[src/rtl/loop_div_pkg.sv]
`default_nettype none
// ============================================================================
// Module   : loop_div_pkg
// Purpose  : Shared constants, state encoding and ratio legality check for the
//            PLL feedback-divider ratio controller.
// Revision : 1.0 - initial release
// ============================================================================
package loop_div_pkg;

    localparam int DIV_W = 6;

    localparam logic [1:0] c_st_run    = 2'd0;
    localparam logic [1:0] c_st_pend   = 2'd1;
    localparam logic [1:0] c_st_settle = 2'd2;

    // Fractional mode needs headroom for N+1, so its ceiling is one lower.
    function automatic logic ratio_legal(
        input logic [DIV_W-1:0] n_int,
        input logic             mode,
        input int               n_min,
        input int               n_max
    );
        int v;
        v = int'(n_int);
        return (v >= n_min) && (v <= n_max - int'(mode));
    endfunction

endpackage
`default_nettype wire

[src/rtl/loop_div_ctrl_if.sv]
`default_nettype none
// ============================================================================
// Module   : loop_div_ctrl_if
// Purpose  : Ratio-request handshake bundle (requester = master, ctrl = slave).
// Revision : 1.0 - initial release
// ============================================================================
interface loop_div_ctrl_if
    import loop_div_pkg::*;
#(
    parameter int FRAC_W = 8
);
    logic              cfg_valid;
    logic              cfg_ready;
    logic [DIV_W-1:0]  cfg_n_int;
    logic [FRAC_W-1:0] cfg_frac;
    logic              cfg_mode;

    modport master (
        output cfg_valid, cfg_n_int, cfg_frac, cfg_mode,
        input  cfg_ready
    );

    modport slave (
        input  cfg_valid, cfg_n_int, cfg_frac, cfg_mode,
        output cfg_ready
    );
endinterface
`default_nettype wire

[src/rtl/loop_div_frac_acc.sv]
`default_nettype none
// ============================================================================
// Module   : loop_div_frac_acc
// Purpose  : First-order fractional accumulator; carry selects N+1 for a period.
// Revision : 1.0 - initial release
// ============================================================================
module loop_div_frac_acc #(
    parameter int FRAC_W = 8
) (
    input  wire logic              clk,
    input  wire logic              rstn_s,
    input  wire logic              i_clr,
    input  wire logic              i_en,
    input  wire logic [FRAC_W-1:0] i_frac,
    output logic                   o_carry
);
    logic [FRAC_W-1:0] r_acc;
    logic [FRAC_W:0]   w_sum;

    // Carry is the overflow of the step about to be taken, so it is valid in
    // the same cycle as the enable that consumes it.
    assign w_sum   = {1'b0, r_acc} + {1'b0, i_frac};
    assign o_carry = w_sum[FRAC_W];

    always_ff @(posedge clk or negedge rstn_s) begin
        if (!rstn_s) begin
            r_acc <= '0;
        end else if (i_clr) begin
            r_acc <= '0;
        end else if (i_en) begin
            r_acc <= w_sum[FRAC_W-1:0];
        end
    end
endmodule
`default_nettype wire

[src/rtl/loop_div_ctrl.sv]
`default_nettype none
// ============================================================================
// Module   : loop_div_ctrl
// Purpose  : PLL feedback-divider ratio controller; applies ratios only at
//            divider period boundaries, with optional fractional dithering.
// Revision : 1.0 - initial release
// ============================================================================
module loop_div_ctrl
    import loop_div_pkg::*;
#(
    parameter int FRAC_W = 8,
    parameter int N_MIN  = 2,
    parameter int N_MAX  = 63,
    parameter int N_RST  = 8,
    parameter int SETTLE = 4,
    parameter int WDOG   = 255
) (
    input  wire logic             clk,
    input  wire logic             rstn_s,
    loop_div_ctrl_if.slave        cfg,
    input  wire logic             div_wrap,
    output logic [DIV_W-1:0]      div_n,
    output logic                  busy,
    output logic                  cfg_err,
    output logic                  wdog_to
);
    localparam int c_wdog_w = $clog2(WDOG + 1);
    localparam int c_set_w  = $clog2(SETTLE + 1);

    logic [1:0]          r_state;
    logic                r_cfg_ready;
    logic                r_busy;
    logic [DIV_W-1:0]    r_div_n;
    logic [DIV_W-1:0]    r_n_int;
    logic [FRAC_W-1:0]   r_frac;
    logic                r_mode;
    logic                r_cfg_err;
    logic                r_wdog_to;
    logic [c_wdog_w-1:0] r_wdog_cnt;
    logic [c_set_w-1:0]  r_settle_cnt;

    logic       w_hs;
    logic       w_legal;
    logic       w_wdog_lim;
    logic       w_pend_fire;
    logic       w_settle_done;
    logic       w_acc_en;
    logic       w_carry;
    logic [1:0] w_state_nxt;

    always_comb begin
        w_hs          = cfg.cfg_valid && r_cfg_ready;
        w_legal       = ratio_legal(cfg.cfg_n_int, cfg.cfg_mode, N_MIN, N_MAX);
        w_wdog_lim    = (r_wdog_cnt == c_wdog_w'(WDOG));
        w_pend_fire   = (r_state == c_st_pend) && (div_wrap || w_wdog_lim);
        w_settle_done = (r_state == c_st_settle) && div_wrap &&
                        (r_settle_cnt == c_set_w'(SETTLE - 1));
        w_acc_en      = (r_state == c_st_run) && r_mode && div_wrap;
        w_state_nxt   = r_state;
        case (r_state)
            c_st_run:    if (w_hs && w_legal) w_state_nxt = c_st_pend;
            c_st_pend:   if (w_pend_fire)     w_state_nxt = c_st_settle;
            c_st_settle: if (w_settle_done)   w_state_nxt = c_st_run;
            default:                          w_state_nxt = c_st_run;
        endcase
    end

    loop_div_frac_acc #(
        .FRAC_W (FRAC_W)
    ) u_frac_acc (
        .clk     (clk),
        .rstn_s  (rstn_s),
        .i_clr   (w_pend_fire),
        .i_en    (w_acc_en),
        .i_frac  (r_frac),
        .o_carry (w_carry)
    );

    always_ff @(posedge clk or negedge rstn_s) begin
        if (!rstn_s) begin
            r_state      <= c_st_run;
            r_cfg_ready  <= 1'b1;
            r_busy       <= 1'b0;
            r_div_n      <= DIV_W'(N_RST);
            r_n_int      <= DIV_W'(N_RST);
            r_frac       <= '0;
            r_mode       <= 1'b0;
            r_cfg_err    <= 1'b0;
            r_wdog_to    <= 1'b0;
            r_wdog_cnt   <= '0;
            r_settle_cnt <= '0;
        end else begin
            // Handshake flags are registered from the next state so no
            // output depends combinationally on an input.
            r_state     <= w_state_nxt;
            r_cfg_ready <= (w_state_nxt == c_st_run);
            r_busy      <= (w_state_nxt != c_st_run);
            case (r_state)
                c_st_run: begin
                    if (w_acc_en) begin
                        r_div_n <= r_n_int + DIV_W'(w_carry);
                    end
                    if (w_hs) begin
                        if (w_legal) begin
                            r_n_int    <= cfg.cfg_n_int;
                            r_frac     <= cfg.cfg_frac;
                            r_mode     <= cfg.cfg_mode;
                            r_cfg_err  <= 1'b0;
                            r_wdog_to  <= 1'b0;
                            r_wdog_cnt <= '0;
                        end else begin
                            r_cfg_err  <= 1'b1;
                        end
                    end
                end
                c_st_pend: begin
                    if (w_pend_fire) begin
                        r_div_n      <= r_n_int;
                        r_settle_cnt <= '0;
                        // A real wrap at the limit wins over the watchdog.
                        if (!div_wrap) begin
                            r_wdog_to <= 1'b1;
                        end
                    end else begin
                        r_wdog_cnt <= r_wdog_cnt + c_wdog_w'(1);
                    end
                end
                c_st_settle: begin
                    if (div_wrap && !w_settle_done) begin
                        r_settle_cnt <= r_settle_cnt + c_set_w'(1);
                    end
                end
                default: begin
                end
            endcase
        end
    end

    assign cfg.cfg_ready = r_cfg_ready;
    assign div_n         = r_div_n;
    assign busy          = r_busy;
    assign cfg_err       = r_cfg_err;
    assign wdog_to       = r_wdog_to;
endmodule
`default_nettype wire

[src/flat_wrapper.sv]
// flat-port wrapper written by rule: the top's interface ports become plain ports
module loop_div_ctrl_flat import loop_div_pkg::*;
#(
    parameter int FRAC_W = 8,
    parameter int N_MIN  = 2,
    parameter int N_MAX  = 63,
    parameter int N_RST  = 8,
    parameter int SETTLE = 4,
    parameter int WDOG   = 255
)
  (clk, rstn_s, div_wrap, div_n, busy, cfg_err, wdog_to, cfg_cfg_valid, cfg_cfg_n_int, cfg_cfg_frac, cfg_cfg_mode, cfg_cfg_ready);
  loop_div_ctrl_if #(.FRAC_W(FRAC_W)) cfg_i ();
  input  wire logic clk;
  input  wire logic rstn_s;
  input  wire logic div_wrap;
  output logic [DIV_W-1:0] div_n;
  output logic busy;
  output logic cfg_err;
  output logic wdog_to;
  input wire logic [$bits(cfg_i.cfg_valid)-1:0] cfg_cfg_valid;
  input wire logic [$bits(cfg_i.cfg_n_int)-1:0] cfg_cfg_n_int;
  input wire logic [$bits(cfg_i.cfg_frac)-1:0] cfg_cfg_frac;
  input wire logic [$bits(cfg_i.cfg_mode)-1:0] cfg_cfg_mode;
  output wire logic [$bits(cfg_i.cfg_ready)-1:0] cfg_cfg_ready;
  assign cfg_i.cfg_valid = cfg_cfg_valid;
  assign cfg_i.cfg_n_int = cfg_cfg_n_int;
  assign cfg_i.cfg_frac = cfg_cfg_frac;
  assign cfg_i.cfg_mode = cfg_cfg_mode;
  assign cfg_cfg_ready = cfg_i.cfg_ready;
  loop_div_ctrl #(.FRAC_W(FRAC_W), .N_MIN(N_MIN), .N_MAX(N_MAX), .N_RST(N_RST), .SETTLE(SETTLE), .WDOG(WDOG)) u_core (.clk(clk), .rstn_s(rstn_s), .cfg(cfg_i), .div_wrap(div_wrap), .div_n(div_n), .busy(busy), .cfg_err(cfg_err), .wdog_to(wdog_to));
endmodule
[config.mk]
export PLATFORM = sky130hd
export DESIGN_NAME = loop_div_ctrl_flat
export DESIGN_NICKNAME = d
export VERILOG_FILES = /design/src/rtl/loop_div_pkg.sv /design/src/rtl/loop_div_ctrl_if.sv /design/src/rtl/loop_div_frac_acc.sv /design/src/rtl/loop_div_ctrl.sv /design/src/flat_wrapper.sv
export SDC_FILE = /design/constraint.sdc
export NUM_CORES = 1
export LEC_CHECK = 0
export CORE_MARGIN = 4
export CORE_UTILIZATION = 55
export CTS_CLUSTER_SIZE = 16
export DETAILED_ROUTE_END_ITERATION = 12
export GPL_ROUTABILITY_DRIVEN = 0
export GPL_TIMING_DRIVEN = 0
export PLACE_DENSITY_LB_ADDON = 0.08
export SLEW_MARGIN = 20
export SYNTH_ARGS = -nofsm -noshare
export SYNTH_HDL_FRONTEND = slang
export SYNTH_SLANG_ARGS = --single-unit
[constraint.sdc]
create_clock -name clk -period 2.6 [get_ports clk]
set_input_delay 0.52 -clock clk [delete_from_list [all_inputs] [get_ports clk]]
set_output_delay 0.52 -clock clk [all_outputs]
set_load 0.03 [all_outputs]
==> metrics.md <==
| Metric | Value |
|---|---|
| Count of endpoints failing setup in the final report | 0 |
| Max Buffers Root-to-Sink | 2 |
| Sort of element at the end of the critical path | flip-flop |
| Routed vias | 1782 |
| NumNets Final | 304 |
| Worst slack on hold paths | 0.177 ns |
| Final worst path period share | 94.1% |
| Dpl cell area | 2770 um2 |
| Top cell family by delay on the critical path | adder cells |
| Start-to-end type of the worst setup path | flip-flop to flip-flop |
| Clock tree from TritonCTS | yes |
| Antenna violations before repair | 0 |
| Tightest slew margin relative to the limit | 64.7% |
| Pwr dens | 1240 nW/um2 |
| Global-route wire length before repair | 8.13 mm |
| Share of layout cells above drive strength 1 | 16.2% |
| Core Region | 4140 um2 |
| Most instantiated cells after synthesis | sky130_fd_sc_hd__dfrtp_1 (43), sky130_fd_sc_hd__nand2_1 (25), sky130_fd_sc_hd__ha_1 (14), sky130_fd_sc_hd__o21ai_0 (14), sky130_fd_sc_hd__inv_1 (13) |
| Clock tree root buffer cell | sky130_fd_sc_hd__clkbuf_8 |
| Maximum resistive drop on vdd | 0.661 mV |
| DRC violations left | 0 |
| Number of buffers inserted by hold repair at cts | 0 |
| Share of flip-flops with an asynchronous set or reset after synthesis | 100% |
| Slowest stage cell on the critical path | sky130_fd_sc_hd__dfrtp_1 |
| Result of the run | finished clean |
| Worst setup slack before clock tree synthesis | -0.0972 ns |
| Crit path DAT | 2.68 ns |
| Site Rows | 23 |
| Worst-skew pair later-pin latency | 0.30 ns |
| Clock transition at path regs | 0.08 ns |
| Post-synth top area cell | sky130_fd_sc_hd__dfrtp_1 |
| Die width | 74.4 um |
| Synth area leaders | sky130_fd_sc_hd__dfrtp_1 (44%), sky130_fd_sc_hd__ha_1 (7.2%), sky130_fd_sc_hd__mux2_4 (5.0%) |
| Cts bufs inserted | 5 |
| Total wire length | 4.81 mm |
| Overflow left after global routing | 0 |
| Drt pass-1 iters | 4 |
| CP cell instances | ha_4 -> inv_1 -> fa_2 -> nand2b_4 -> a21oi_4 -> o21ai_2 -> a21oi_2 -> a211o_1 -> ha_4 -> nand4_1 -> buf_4 -> xor2_1 -> o21ai_1 |
| Number of buffer and inverter stages on the critical path | 2 |
| Number of global-route vias before repair | 1813 |
| Total placed cells including tap cells | 308 |
| Synthesized area per cell | 10.5 um2 |
| WL per Instance | 15.0 um |
| Hold violation count in the final report | 0 |
| Most common cell type on the critical path | sky130_fd_sc_hd__ha_4 |
| Maximum operating frequency | 409 MHz |
| Register bit total from synthesis | 46 |
| Global-route total usage across every layer | 19.2% |
| Total power | 3.67 mW |
| Final Max Slew Viols | 0 |
| Final design utilization | 71.7% |
| Area share of the largest cell type after synthesis | 44.4% |
| Vias per std cell | 5.55 |
| Total nets after synthesis | 264 |
| Area of the die | 5540 um2 |
| # diodes | 0 |
| Final setup skew | 0.00973 ns |
| Summed negative setup slack over all endpoints | 0 ns |
| Leakage power | 1.28 nW |
| Drt initial violations | 71 |
| Top_reg_cell synth | sky130_fd_sc_hd__dfrtp_1 |
| Effective utilization at floorplan | 58.5% |
| Unique cell type count in the Yosys netlist | 48 |
| CTS H-Tree Depth | 2 |
| Max-cap check violation count | 0 |
| Data required time of the critical path | 2.84 ns |
| Portion of the post-synthesis area used by sequential elements | 47.6% |
| Peak fanout along the critical path | 3 |
| Synth Instances | 230 |
| Layout Cells excl Fill | 321 |
| Synthesis warning total | 0 |
| Number of antenna-violating nets in the routed design | 0 |
| Number of flops mapped to enable cells by yosys | 0 |
| Layout area overhead | 22.5% |
| Most instantiated library cell after synthesis | sky130_fd_sc_hd__dfrtp_1 |
| Worst Hold Class | primary input to asynchronous set/reset pin |
| Largest net degree at the start of global routing | 26 |
| Top Ports | 29 |
| Crit path setup slack, layout | 0.153 ns |
| Netlist area before placement | 2430 um2 |
| Sinks on Clock Net | 46 |
| CP startpoint kind | flip-flop |
| Max incr delay on CP | 0.41 ns |
| Final instance area | 2970 um2 |
| Slew of the pin with the lowest slew margin | 0.525 ns |
| Post-DP HPWL | 3.51 mm |
| # port buffers | 27 |
| Die height | 74.4 um |
| Minimum clock period after layout | 2.45 ns |
[logic make-up (layout without fill, tap and decap cells)]
logic type / count (synthesis) / count (layout) / synth area share (%)
adder cells (fa/ha/maj): 15 / 15 / 8.05
AND/OR/NAND/NOR: 70 / 70 / 15.4
flip-flops: 46 / 46 / 47.6
buffers and inverters: 20 / 61 / 3.51
AO/OA/AOI/OAI: 53 / 53 / 13.3
XOR/XNOR: 10 / 10 / 3.61
multiplexers: 16 / 16 / 8.51
[final timing paths]
check                                        to  cells past startpoint  slack, ns             start
min                            u_core.r_frac[6]                      1       0.18            rstn_s
max                             u_core.div_n[3]                     13       0.15  u_core.r_frac[0]
max reg2reg                     u_core.div_n[3]                     13       0.15  u_core.r_frac[0]
min reg2reg                     u_core.div_n[3]                      2       0.47   u_core.div_n[3]
min in group clk                u_core.div_n[3]                      2       0.47   u_core.div_n[3]
max in group asynchronous  u_core.cfg.cfg_ready                      2       1.84            rstn_s
[layout by cell type, fill, tap and decap left out, types with 8 or more instances in the layout]
cell,synthesis,final
sky130_fd_sc_hd__a21oi_1,12,10
sky130_fd_sc_hd__clkdlybuf4s50_1,0,26
sky130_fd_sc_hd__dfrtp_1,43,43
sky130_fd_sc_hd__ha_1,14,11
sky130_fd_sc_hd__inv_1,13,13
sky130_fd_sc_hd__mux2_4,8,8
sky130_fd_sc_hd__nand2_1,25,25
sky130_fd_sc_hd__nand3_1,8,8
sky130_fd_sc_hd__nor2_1,10,9
sky130_fd_sc_hd__o21ai_0,14,13
sky130_fd_sc_hd__o21ai_1,9,9
[final cells by class]
| cell class | count | area (um2) |
|---|---|---|
| tap | 50 | 62.6 |
| timing repair buffer | 33 | 323 |
| inverter | 14 | 52.6 |
| clock buffer | 7 | 86.3 |
| fill | 315 | 1170 |
| buffer | 6 | 32.5 |
| clock inverter | 1 | 5.00 |
| multi-input combinational | 164 | 1250 |
| sequential | 46 | 1150 |
[report_power, final]
group / total (mW) / switching, mW / leakage [nW] / internal (mW)
combinational: 1.97 / 1.03 / 0.664 / 0.938
sequential: 1.26 / 0.219 / 0.571 / 1.04
clock: 0.448 / 0.233 / 0.0482 / 0.215
total: 3.67 / 1.48 / 1.28 / 2.19
[per-layer routing]
metal | GRT usage [%] | part of all wire [%]
met4 | 5.93 | 1.3
met3 | 5.27 | 3.8
met5 | 0 | 0
met2 | 33.1 | 50
met1 | 23.5 | 45
[worst register-to-register path, stage by stage (launching register included)]
cell,delay [ns]
sky130_fd_sc_hd__dfrtp_1,0.41
sky130_fd_sc_hd__ha_4,0.16
sky130_fd_sc_hd__inv_1,0.05
sky130_fd_sc_hd__fa_2,0.38
sky130_fd_sc_hd__nand2b_4,0.17
sky130_fd_sc_hd__a21oi_4,0.14
sky130_fd_sc_hd__o21ai_2,0.07
sky130_fd_sc_hd__a21oi_2,0.13
sky130_fd_sc_hd__a211o_1,0.17
sky130_fd_sc_hd__ha_4,0.16
sky130_fd_sc_hd__nand4_1,0.13
sky130_fd_sc_hd__buf_4,0.17
sky130_fd_sc_hd__xor2_1,0.14
sky130_fd_sc_hd__o21ai_1,0.11
[state kept, by name (all words and copies together), names as in the netlist]
name and count:
u_core.r_settle_cnt 3, u_core.r_state 2, u_core.u_frac_acc.r_acc 8, u_core.busy 1, u_core.r_frac 8, u_core.wdog_to 1, u_core.r_mode 1, u_core.div_n 6
u_core.cfg.cfg_ready 1, u_core.r_n_int 6, u_core.cfg_err 1, u_core.r_wdog_cnt 8
[what timing repair did]
action	in CTS	in global routing
setup endpoints to repair	4	5
gates resized for setup	1	13
hold endpoints to repair	0	0
setup buffers	1	4
pin swaps	2	9
Power figures use the tool's default switching activity.
